## config.mk

```make
export PLATFORM = sky130hd
export DESIGN_NAME = pwm_fade_sequencer
export DESIGN_NICKNAME = d
export VERILOG_FILES = /design/src/rtl/pwm_fade_pkg.sv /design/src/rtl/pwm_fade_timer.sv /design/src/rtl/pwm_fade_sequencer.sv
export SDC_FILE = /design/constraint.sdc
export NUM_CORES = 1
export LEC_CHECK = 0
export CAP_MARGIN = 10
export CORE_MARGIN = 3
export CORE_UTILIZATION = 50
export CTS_CLUSTER_SIZE = 10
export DETAILED_ROUTE_END_ITERATION = 10
export GPL_TIMING_DRIVEN = 0
export HOLD_SLACK_MARGIN = 0.05
export PLACE_DENSITY = 0.85
export SYNTH_ARGS = -nofsm -noshare
export SYNTH_HDL_FRONTEND = slang
export SYNTH_SLANG_ARGS = --single-unit
```

## constraint.sdc

```tcl
create_clock -name clk -period 3.8 [get_ports clk]
set_input_delay 0.76 -clock clk [delete_from_list [all_inputs] [get_ports clk]]
set_output_delay 0.76 -clock clk [all_outputs]
set_load 0.05 [all_outputs]
```

## src/rtl/pwm_fade_pkg.sv

```systemverilog
// pwm_fade_pkg
//   Shared definitions for the PWM fade sequencer.
//   - state_t   : 3-bit FSM state; values are what state_o reports.
//   - DW_DEF    : default duty width (must match the PWM peripheral).
//   - TW_DEF    : default dwell/hold counter width.
package pwm_fade_pkg;

  localparam int DW_DEF = 8;
  localparam int TW_DEF = 16;

  typedef enum logic [2:0] {
    ST_IDLE    = 3'd0,
    ST_RAMP_UP = 3'd1,
    ST_HOLD_HI = 3'd2,
    ST_RAMP_DN = 3'd3,
    ST_HOLD_LO = 3'd4
  } state_t;

endpackage

```

## src/rtl/pwm_fade_timer.sv

```systemverilog
// pwm_fade_timer
//   TW-bit up-counter shared by the ramp and hold states.
//   Ports:
//     clk    in  1   system clock
//     rst_n  in  1   asynchronous active-low reset
//     clr    in  1   reload count to zero on the next edge
//     limit  in  TW  expiry value
//     expire out 1   combinational, count == limit
module pwm_fade_timer #(
  parameter int TW = 16
) (
  input  logic          clk,
  input  logic          rst_n,
  input  logic          clr,
  input  logic [TW-1:0] limit,
  output logic          expire
);

  logic [TW-1:0] count_r;

  // Count register: cleared on request, otherwise free-running up.
  always_ff @(posedge clk or negedge rst_n) begin
    if (!rst_n) begin
      count_r <= '0;
    end else if (clr) begin
      count_r <= '0;
    end else begin
      count_r <= count_r + {{(TW-1){1'b0}}, 1'b1};
    end
  end

  assign expire = (count_r == limit);

endmodule

```

## src/rtl/pwm_fade_sequencer.sv

```systemverilog
// pwm_fade_sequencer
//   Autonomous breathing/fade engine driving the PWM duty-cycle register.
//   Ramps min->max, holds, ramps max->min, holds, then finishes (or loops).
//   Optional feature macro: PWM_FADE_LOOP_EN enables continuous mode via loop_i.
//   Ports:
//     clk, rst_n           clock, asynchronous active-low reset
//     start_i, stop_i      one-cycle start / abort requests (stop wins)
//     loop_i               continuous mode (only with PWM_FADE_LOOP_EN)
//     min_duty_i/max_duty_i trough / peak duty, latched at start
//     step_i               duty increment per step (0 behaves as 1)
//     dwell_i / hold_i     cycles per step / at peak and trough, minus one
//     duty_o, busy_o       duty to the PWM, sequence in progress
//     done_o, err_o        completion pulse, rejected-start pulse
//     state_o              FSM state for debug
module pwm_fade_sequencer
  import pwm_fade_pkg::*;
#(
  parameter int DW = DW_DEF,
  parameter int TW = TW_DEF
) (
  input  logic          clk,
  input  logic          rst_n,
  input  logic          start_i,
  input  logic          stop_i,
  input  logic          loop_i,
  input  logic [DW-1:0] min_duty_i,
  input  logic [DW-1:0] max_duty_i,
  input  logic [DW-1:0] step_i,
  input  logic [TW-1:0] dwell_i,
  input  logic [TW-1:0] hold_i,
  output logic [DW-1:0] duty_o,
  output logic          busy_o,
  output logic          done_o,
  output logic          err_o,
  output logic [2:0]    state_o
);

  state_t          state_r, state_nxt_s;
  logic [DW-1:0]   duty_r, duty_nxt_s;
  logic            busy_r, done_r, done_nxt_s, err_r, err_nxt_s;
  logic            cfg_load_s, tmr_clr_s, expire_s, loop_en_s;
  logic [DW-1:0]   min_r, max_r, step_r;
  logic [TW-1:0]   dwell_r, hold_r, limit_s;
  logic [DW:0]     sum_s;
  logic signed [DW:0] diff_s;

`ifdef PWM_FADE_LOOP_EN
  assign loop_en_s = loop_i;
`else
  logic unused_loop_s;
  assign unused_loop_s = loop_i;
  assign loop_en_s     = 1'b0;
`endif

  // Hold states time against hold, ramp states against dwell.
  assign limit_s = ((state_r == ST_HOLD_HI) || (state_r == ST_HOLD_LO)) ? hold_r : dwell_r;

  pwm_fade_timer #(.TW(TW)) u_timer (
    .clk    (clk),
    .rst_n  (rst_n),
    .clr    (tmr_clr_s),
    .limit  (limit_s),
    .expire (expire_s)
  );

  // One extra bit so the up-ramp can detect overflow past the DW range,
  // and sign on the down-ramp so an underflow compares below min.
  assign sum_s  = {1'b0, duty_r} + {1'b0, step_r};
  assign diff_s = $signed({1'b0, duty_r}) - $signed({1'b0, step_r});

  // Next-state, next-duty and pulse decode.
  always_comb begin
    state_nxt_s = state_r;
    duty_nxt_s  = duty_r;
    done_nxt_s  = 1'b0;
    err_nxt_s   = 1'b0;
    cfg_load_s  = 1'b0;
    tmr_clr_s   = 1'b0;
    if (stop_i && (state_r != ST_IDLE)) begin
      state_nxt_s = ST_IDLE;
      duty_nxt_s  = min_r;
      tmr_clr_s   = 1'b1;
    end else begin
      case (state_r)
        ST_IDLE: begin
          tmr_clr_s = 1'b1;
          if (start_i && !stop_i) begin
            if (min_duty_i >= max_duty_i) begin
              err_nxt_s = 1'b1;
            end else begin
              cfg_load_s  = 1'b1;
              state_nxt_s = ST_RAMP_UP;
              duty_nxt_s  = min_duty_i;
            end
          end else begin
            state_nxt_s = ST_IDLE;
          end
        end
        ST_RAMP_UP: begin
          tmr_clr_s = expire_s;
          if (expire_s) begin
            if (sum_s >= {1'b0, max_r}) begin
              duty_nxt_s  = max_r;
              state_nxt_s = ST_HOLD_HI;
            end else begin
              duty_nxt_s = sum_s[DW-1:0];
            end
          end else begin
            state_nxt_s = ST_RAMP_UP;
          end
        end
        ST_HOLD_HI: begin
          tmr_clr_s = expire_s;
          if (expire_s) begin
            state_nxt_s = ST_RAMP_DN;
          end else begin
            state_nxt_s = ST_HOLD_HI;
          end
        end
        ST_RAMP_DN: begin
          tmr_clr_s = expire_s;
          if (expire_s) begin
            if (diff_s <= $signed({1'b0, min_r})) begin
              duty_nxt_s  = min_r;
              state_nxt_s = ST_HOLD_LO;
            end else begin
              duty_nxt_s = diff_s[DW-1:0];
            end
          end else begin
            state_nxt_s = ST_RAMP_DN;
          end
        end
        ST_HOLD_LO: begin
          tmr_clr_s = expire_s;
          if (expire_s) begin
            done_nxt_s  = 1'b1;
            state_nxt_s = loop_en_s ? ST_RAMP_UP : ST_IDLE;
          end else begin
            state_nxt_s = ST_HOLD_LO;
          end
        end
        default: begin
          state_nxt_s = ST_IDLE;
          tmr_clr_s   = 1'b1;
        end
      endcase
    end
  end

  // FSM, duty and status registers.
  always_ff @(posedge clk or negedge rst_n) begin
    if (!rst_n) begin
      state_r <= ST_IDLE;
      duty_r  <= '0;
      busy_r  <= 1'b0;
      done_r  <= 1'b0;
      err_r   <= 1'b0;
    end else begin
      state_r <= state_nxt_s;
      duty_r  <= duty_nxt_s;
      busy_r  <= (state_nxt_s != ST_IDLE);
      done_r  <= done_nxt_s;
      err_r   <= err_nxt_s;
    end
  end

  // Configuration latch: captured only when a start is accepted.
  always_ff @(posedge clk or negedge rst_n) begin
    if (!rst_n) begin
      min_r   <= '0;
      max_r   <= '0;
      step_r  <= '0;
      dwell_r <= '0;
      hold_r  <= '0;
    end else if (cfg_load_s) begin
      min_r   <= min_duty_i;
      max_r   <= max_duty_i;
      step_r  <= (step_i == '0) ? {{(DW-1){1'b0}}, 1'b1} : step_i;
      dwell_r <= dwell_i;
      hold_r  <= hold_i;
    end else begin
      min_r   <= min_r;
    end
  end

  assign duty_o  = duty_r;
  assign busy_o  = busy_r;
  assign done_o  = done_r;
  assign err_o   = err_r;
  assign state_o = state_r;

endmodule

```

# [Word level (Yosys, flattened, before mapping)]
# Cells that the tools add are included.
[totals] ff_bits=86 latchBits=0 ramBits=0 rom_bits=0 out_inout_bits=14 elab_cells=71 n_memories=0
[classes] addsub=3 multipliers=0 div_mod_pow=0 magnitude_cmp=3 eq_ne=9 shift=0 muxes=34 bitwise_logic=0 n_reduce_logical=11
[ops] op="$mux 8" count=8
[ops] op="$mux 16" count=2
[ops] op="$mux 3" count=8
[ops] op="$pmux 8 s3" count=1
[ops] op="$add 16x1->16 const B" count=1
[ops] op="$eq 16x16->1" count=1
[ops] op="$pmux 3 s5" count=1
[ops] op="$mux 1" count=14
[ops] op="$ne 3x3->1 const B" count=4
[ops] op="$add 8x8->9" count=1
[ops] op="$ge 9x8->1" count=1
[ops] op="$le 9x9->1" count=1
[ops] op="$sub 8x8->9" count=1
[ops] op="$ge 8x8->1" count=1
[ops] op="$logic_not 8->1" count=1
[ops] op="$eq 3x2->1 const B" count=2
[ops] op="$reduce_bool 3->1" count=2
[ops] op="$reduce_and 5->1" count=1
[ops] op="$reduce_bool 4->1" count=1
[ops] op="$reduce_or 4->1" count=1
[ops] op="$eq 3x1->1 const B" count=1
[ops] op="$eq 3x3->1 const B" count=1
[ops] op="$logic_not 3->1" count=1
[ops] op="$logic_and 1x1->1" count=2
[ops] op="2 further kinds" count=2

# [Longest topological paths before layout]
# Gate-level depths: netlist (run 1).
[logic_depth] ltp_word=8 depth_mapped=18 ltp_nobuf=17

# [Cells and area by module]
# A second synthesis (run 1) with hierarchy kept.
[unflattened] hier_cells=551 hier_area_um2=5539.1
[modules_own_cells] mod="pwm_fade_sequencer" instances=1 cells_each=449 area_each_um2=4518.1
[modules_own_cells] mod="pwm_fade_timer" instances=1 cells_each=102 area_each_um2=1021.0

# [Worst setup path after synthesis (run 1)]
# No wires, ideal clock.
[synth_timing] path_kind="flip-flop to flip-flop" from="register duty_r[0], in the netlist duty_o[0]" to="register busy_r, in the netlist busy_o" setup_ps=131 arrival_ps=4251 required_ps=3669 slack_ps=-583 stages_incl_launch_ff=15 path_buffers=0 period_less_slack_ps=4383 cell_sequence="dfrtp_1 -> ha_1 -> fa_1 -> nor2b_1 -> o311a_1 -> or3_1 -> xnor2_1 -> ha_1 -> a21o_1 -> a2111oi_0 -> o31ai_1 -> o31a_1 -> a22o_1 -> a21o_1 -> or3_1"
[synth_via] elab_chain_cells=7
[synth_lines] item="start: declaration" line="pwm_fade_sequencer.sv:39" rtl="logic [DW-1:0] duty_r, duty_nxt_s;"
[synth_lines] item="start signal: assignment" line="pwm_fade_sequencer.sv:160" rtl="duty_r <= duty_nxt_s;"
[synth_lines] item="$sub 8x8->9 or $add 8x8->9 (tied branches)" line="pwm_fade_sequencer.sv:69, pwm_fade_sequencer.sv:68"
[synth_lines] item="$le 9x9->1 or $ge 9x8->1 (tied branches)" line="pwm_fade_sequencer.sv:123, pwm_fade_sequencer.sv:102"
[synth_lines] item="$mux 3 (on tied branches)" line="pwm_fade_sequencer.sv:123, pwm_fade_sequencer.sv:102"
[synth_lines] item="$mux 3 (on tied branches)" line="pwm_fade_sequencer.sv:122, pwm_fade_sequencer.sv:101"
[synth_lines] item="$pmux 3 s5 *" line="pwm_fade_sequencer.sv:84" rtl="case (state_r)"
[synth_lines] item="$mux 3 *" line="pwm_fade_sequencer.sv:79" rtl="if (stop_i && (state_r != ST_IDLE)) begin"
[synth_lines] item="net state_nxt_s[1]" line="pwm_fade_sequencer.sv:38" rtl="state_t state_r, state_nxt_s;"
[synth_lines] item="$reduce_bool 3->1 *" line="pwm_fade_sequencer.sv:161" rtl="busy_r <= (state_nxt_s != ST_IDLE);"
[synth_lines] item="end signal: assignment" line="pwm_fade_sequencer.sv:161"
[synth_lines] item="end: declaration" line="pwm_fade_sequencer.sv:40" rtl="logic busy_r, done_r, done_nxt_s, err_r, err_nxt_s;"
# The timed path passes the listed nets; every way through them passes the cells marked *.
# A chain may end at the register's enable or synchronous reset.

# [Final worst setup path (run 1)]
[layout_timing] from="register duty_r[2], in the netlist duty_o[2]" to="register busy_r, in the netlist busy_o"
# The elaborated chain is that of the path after synthesis.

==> qor.yml, run 1 <==
status:
  outcome: "finished with violations"
  violations: "negative setup slack"
global_route:
  antenna_found_initial: 0
  grt_pass1_vias: 4985
  grt.total_usage_pct: 24.6
  grt_pass1_wl_um: 24700
  grt-ovfl-total: 0
  grt_max_degree: 73
cts:
  cts_tree: "done"
  cts-root-buf: "clkbuf_8"
  clk_latency_ps: 370
  clock_sinks: 86
  clkTransAtPathRegs_ps: 90
  cts_hold_buf: 0
  numCtsBuffers: 9
  cts_max_path_buffers: 2
  cts-htree-levels: 3
synth:
  yosysTopAreaCell: "dfrtp_1"
  synth_top_area_share_pct: 39.1
  syn_inst: 643
  ys_seq_area_share_pct: 39.1
  synth.distinct_cells: 64
  synth_area_sq_um: 5510
  syn_nets: 747
  async_flop_share_pct: 100
  syn_avg_cell_area_sq_um: 8.57
  synth-edff-count: 0
  synth_common_cells: "nand2_1 (132), dfrtp_1 (86), inv_1 (52)"
  yosys.cell_count.top_type: "nand2_1"
  synth-main-ff-cell: "dfrtp_1"
  synth_area_leaders: "dfrtp_1 (39%), ha_1 (9.3%), nand2_1 (9.0%), xnor2_1 (4.0%), o21ai_0 (3.7%)"
  ys_ff_latch: 86
  synth_warnings: 0
timing:
  min_period_over_period_pct: 111
  min_period_ps: 4200
  setup_viol: 10
  final-max-slew-violation-count: 0
  fmax_ghz: 0.238
  finalClockSkew_ps: 7.72
  hold_viol: 0
  rsz0062_at_grt: "true"
  slew-limit-headroom_pct: 46.5
  worst_slack_ps: -400
  tightest_slew_ps: 796
setup_path:
  crit_fanout: 9
  r2r-end: "busy_o$_DFF_PN0_"
  worst_ep_required_time_ps: 4050
  crit_type: "flop to flop"
  cpMaxStageDelayCell: "dfrtp_2"
  worstReg2RegStart: "duty_o[2]$_DFFE_PN0P_"
  worstPathArrival_ps: 4450
  cp-start-kind: "flop"
  r2r_slack_ps: -400
  critPathCaptureType: "flop"
  rr_worst_depth: 16
  startpoint: "duty_o[2]$_DFFE_PN0P_"
  cpPeakStageDelay_ps: 450
  path_cells: "ha_1 -> clkbuf_2 -> or3_1 -> o211ai_1 -> a221o_1 -> xnor2_1 -> ha_1 -> nand3_1 -> o31ai_4 -> buf_4 -> nor4b_4 -> buf_6 -> buf_4 -> nand2b_4 -> a221o_1 -> or3_4"
routing:
  ant_nets: 0
  dr_wl_met2_um: 7680
  routed.top_layer: "met4"
  drt_iter0_markers: 330
  drc: 0
  routedWlPerCell_um: 17.1
  drt-met1-wl_um: 6140
  dr.pass1.iters: 6
  dr_wl_met3_um: 865
  viasPerCell: 5.66
  wirelength_um: 15100
  num_vias: 4988
floorplanning:
  io_pins: 75
  die-area_sq_um: 12300
  die_width_um: 111
  start_util_pct: 52.4
  row_count: 37
  core_sq_um: 10500
  die_h_um: 111
power_and_ir_drop:
  p_leak_nw: 3.18
  peakVddDrop_mv: 0.560
  power_density_nw_per_um2: 938
min_path:
  min_path_type: "input pin to asynchronous set/reset pin"
placement:
  postPlaceCellArea_sq_um: 6490
  hpwlAfterDp_um: 11300
  gp_congestion: 0.935
  io_buffer_count: 73
finish:
  n_fill_cell: 889
  n_antenna_cell: 0
  areaGrowthSynthToFinish_pct: 26.7
  fin_util_pct: 66.4
  drive_gt1_share_pct: 10.9
  ff_latch_area_sq_um: 2160
  multi_input_area_sq_um: 3250
  design_area_sq_um: 6980
  nets: 845
run:
  max_cap_viol_count: 0
[flip-flops by register name (all words and copies together), names as in the netlist]
signal	cells
dwell_r	16
hold_r	16
u_timer.count_r	16
duty_o	8
max_r	8
min_r	8
step_r	8
state_o	3
busy_o	1
done_o	1
err_o	1
[what timing repair did]
action | CTS | global route
pin swaps | 9 | 15
resized for setup | 17 | 14
hold endpoints to repair | 0 | 0
buffers inserted | 9 | 6
setup endpoints to repair | 12 | 31
[stage by stage]
stage,total power [mW],instances,hold slack [ps],setup TNS (ps),worst slack [ps]
after floorplan,4.13,643,440,-932,-221
after global placement,4.98,852,479,-99950,-1350
after detailed placement,5.08,853,487,-9920,-602
after CTS,6.34,875,253,-2560,-332
after global routing,7.01,881,252,-4790,-507
final,6.55,881,249,-3260,-400
[placed cells by master, fill, tap and decap left out, types with 17 or more instances in the layout]
master             n
nand2_1          132
ha_1              39
o21ai_0           39
xnor2_1           24
nor2_1            46
clkbuf_1          21
inv_1             52
clkdlybuf4s50_1   72
nand3_1           17
dfrtp_1           83
[layout make-up]
class                   count  share of cell area [%]
well taps                 136                    2.44
multi-input cells         474                    46.5
flip-flops and latches     86                    30.9
repair buffers             89                    12.5
clock buffers              10                    1.83
inverters                  52                    2.80
clock inverters             5                    1.22
plain buffers              29                    1.85
[layer usage]
metal	GRT usage (%)	up-vias
met5	0	-
met4	6.90	0
met3	4.64	40
li1	-	2381
met2	44.1	180
met1	30.0	2387
[worst max path at each step]
stage                       endpoint
3_5_place_dp   duty_o[5]$_DFFE_PN0P_
4_1_cts             busy_o$_DFF_PN0_
3_3_place_gp   duty_o[1]$_DFFE_PN0P_
6_report            busy_o$_DFF_PN0_
2_1_floorplan       busy_o$_DFF_PN0_
5_1_grt        duty_o[3]$_DFFE_PN0P_
[critical path: cells and delay by family, from the launching register on]
kind	cells	cell delay [ps]
compound gates	4	1140
xor+xnor	1	110
fa+ha+maj	2	630
buf+inv	4	660
flops	1	450
simple gates	5	1090
[logic make-up (layout without fill, tap and decap cells)]
group | Yosys count | after routing | share of synthesized area (%)
compound gates | 133 | 133 | 16.4
xor+xnor | 41 | 41 | 7.00
fa+ha+maj | 43 | 43 | 10.0
buf+inv | 83 | 185 | 5.93
flops | 86 | 86 | 39.1
mux | 9 | 9 | 1.77
simple gates | 248 | 248 | 19.8
[where the power goes]
group          internal [mW]  switching [mW]  total (mW)  leakage (nW)
Combinational           1.86            2.39        4.25          1.98
Sequential              1.26           0.321        1.58          1.09
Clock                  0.369           0.351       0.721         0.103
Note: power is estimated with default switching activity, not from simulation.
==> run 2, diff against run 1 <==
- ABC_CLOCK_PERIOD_IN_PS: not set -> 3800
- SETUP_SLACK_MARGIN: not set -> 0.4
==> qor.yml, run 2 (synthesis results as in run 1) <==
power_and_ir_drop:
  switching_share_pct: 48.3  # +1.6 points
  p_leak_nw: 3.17  # -0.44%
  pwr-share-clk_pct: 10.2  # -0.8 points
  power_density_nw_per_um2: 934  # -0.42%
  p_switching_mw: 3.12  # +2.1%
  power_mw: 6.47  # -1.2%
  peakVddDrop_mv: 0.610  # +8.9%
  seq_power_share_pct: 24.7  # +0.6 points
  intPower_mw: 3.34  # -4.1%
  comb_power_share_pct: 65.2  # +0.3 points
finish:
  fin_util_pct: 65.9  # -0.55 points
  mostFrequentLayoutCells: "nand2_1 (132), dfrtp_1 (82), clkdlybuf4s50_1 (72)"
  reg_top3: "dwell_r: 16 flops, hold_r: 16 flops, u_timer.count_r: 16 flops"
  nets: 842  # -0.36%
  n_antenna_cell: 0  # unchanged
  drive_gt1_share_pct: 11.0  # +0.16 points
  n_fill_cell: 863  # -2.9%
  final_common_cell: "nand2_1"
  areaGrowthSynthToFinish_pct: 25.7
  design_area_sq_um: 6920  # -0.82%
floorplanning:
  die-area_sq_um: 12300  # unchanged
  row_count: 37  # unchanged
  core_sq_um: 10500  # unchanged
  io_pins: 75  # unchanged
  die_h_um: 111  # unchanged
  die_width_um: 111  # unchanged
  start_util_pct: 52.4  # unchanged
cts:
  cts-root-buf: "clkbuf_8"
  cts_tree: "done"
  numCtsBuffers: 9  # unchanged
  cts_max_path_buffers: 2  # unchanged
  clock_sinks: 86  # unchanged
  clk_latency_ps: 370  # about the same
  cts-htree-levels: 3  # unchanged
  cts_hold_buf: 0  # unchanged
  clkTransAtPathRegs_ps: 100  # about the same
timing:
  tightest_slew_ps: 896  # +99.8 ps
  final-max-slew-violation-count: 0  # unchanged
  fmax_ghz: 0.233  # -2.2%
  hold_viol: 0  # unchanged
  setup-tns-final_ps: -3980  # -721 ps
  finalClockSkew_ps: 10.0  # +2.33 ps
  min_period_over_period_pct: 113  # +2.5 points
  rsz0062_at_grt: "true"
  setup_viol: 11  # +1
  slew-limit-headroom_pct: 39.7  # -6.7 points
  worst_slack_ps: -495  # -95.3 ps
  min_period_ps: 4290  # +95.3 ps
setup_path:
  worst_ep_required_time_ps: 4050  # about the same
  crit_type: "flop to flop"
  crit_fanout: 4  # -5
  worstPathArrival_ps: 4550  # +100 ps
  path_cells: "ha_4 -> fa_2 -> nor2b_4 -> o311a_1 -> or3_4 -> xnor2_4 -> ha_4 -> a21o_1 -> a2111oi_4 -> o31ai_4 -> o31a_1 -> a22o_1 -> a21o_1 -> or3_1"
  cpMaxStageDelayCell: "dfrtp_2"
  critPathCaptureType: "flop"
  r2r_slack_ps: -490  # -100 ps
  r2r-end: "busy_o$_DFF_PN0_"
  worstReg2RegStart: "step_r[0]$_DFFE_PN0P_"
  cp-start-kind: "flop"
  cpPeakStageDelay_ps: 460  # about the same
  rr_worst_depth: 14  # -2
routing:
  routedWlPerCell_um: 17.2  # +0.60%
  dr.pass1.iters: 5  # -1
  drt_iter0_markers: 255  # -23%
  drc: 0  # unchanged
  num_vias: 5014  # +0.52%
  viasPerCell: 5.70  # +0.75%
  ant_nets: 0  # unchanged
  wirelength_um: 15100  # +0.37%
min_path:
  min_path_type: "input pin to asynchronous set/reset pin"
global_route:
  grt-ovfl-total: 0  # unchanged
  antenna_found_initial: 0  # unchanged
  grt_max_degree: 55  # -25%
  grt_pass1_vias: 5179  # +3.9%
  grt_pass1_wl_um: 24800  # +0.28%
  grt.total_usage_pct: 24.7  # +0.084 points
placement:
  hpwlAfterDp_um: 11300  # about the same
  gp_congestion: 0.924  # -1.1%
  dpl_worst_slack_ps: -611  # -8.67 ps
  postPlaceCellArea_sq_um: 6490  # unchanged
  io_buffer_count: 73  # unchanged
status:
  violations: "negative setup slack"
  outcome: "finished with violations"
run:
  max_cap_viol_count: 0  # unchanged
-- run 2: cell types whose count changed in the layout (fill, tap and decap cells not counted), sizes merged --
cell | before | now
inv | 52 | 57
buf | 23 | 19
bufinv | 2 | 0
clkinv | 2 | 1
-- run 2: metrics by stage --
stage	cells	hold WS (ps)
after floorplan	643	440
after global placement	852	479
after detailed placement	853	488
after CTS	873	338
after global routing	879	343
final	879	330
-- run 2: worst max path at each step --
stage | startpoint | to | slack, ps | depth (start not counted)
finish | step_r[0]$_DFFE_PN0P_ | busy_o$_DFF_PN0_ | -490 | 14
global route | step_r[0]$_DFFE_PN0P_ | busy_o$_DFF_PN0_ | -590 | 14
CTS | step_r[0]$_DFFE_PN0P_ | busy_o$_DFF_PN0_ | -400 | 14
detailed placement | step_r[0]$_DFFE_PN0P_ | duty_o[4]$_DFFE_PN0P_ | -610 | 15
global placement | rst_n | duty_o[1]$_DFFE_PN0P_ | -1390 | 1
floorplan | duty_o[0]$_DFFE_PN0P_ | busy_o$_DFF_PN0_ | -220 | 14
-- run 2: what timing repair did --
action | 4_1_cts | 5_1_grt
endpoints found under the setup margin | 33 | 48
buffers inserted | 4 | 6
pin swaps | 1 | 16
gates resized for setup | 14 | 26
hold endpoints to repair | 0 | 0
-- run 2: critical path, delay by kind of cell (launching register included) --
kind | cells | cell delay (ps)
flops | 1 | 460
compound gates | 7 | 1890
simple gates | 3 | 860
fa+ha+maj | 3 | 770
xor+xnor | 1 | 210
-- run 2: routing by layer --
metal / vias to the layer above / track usage [%] / part of all wire, %
met5: - / 0 / 0
met4: 0 / 11.0 / 4.2
met1: 2423 / 28.5 / 41
li1: 2377 / - / -
met2: 163 / 43.7 / 50
met3: 51 / 5.19 / 5.0
-- run 2: final cells by class --
cell class                      count  area [sq um]  area share [%]
Clock inverter                      7          72.6            1.05
Clock buffer                        9           124            1.79
Timing Repair Buffer               84           835            12.1
Inverter                           52           195            2.82
Sequential cell                    86          2160            31.2
Multi-Input combinational cell    474          3220            46.6
Tap cell                          136           170            2.46
Buffer                             31           145            2.10
-- run 2: power by group through the flow --
stage                     Clock (mW)  Sequential [mW]  Combinational [mW]
after floorplan                    0             1.66                2.47
after global placement             0             1.58                3.39
after detailed placement           0             1.60                3.50
after CTS                      0.673             1.58                3.76
after global routing           0.703             1.63                4.59
final                          0.657             1.59                4.21
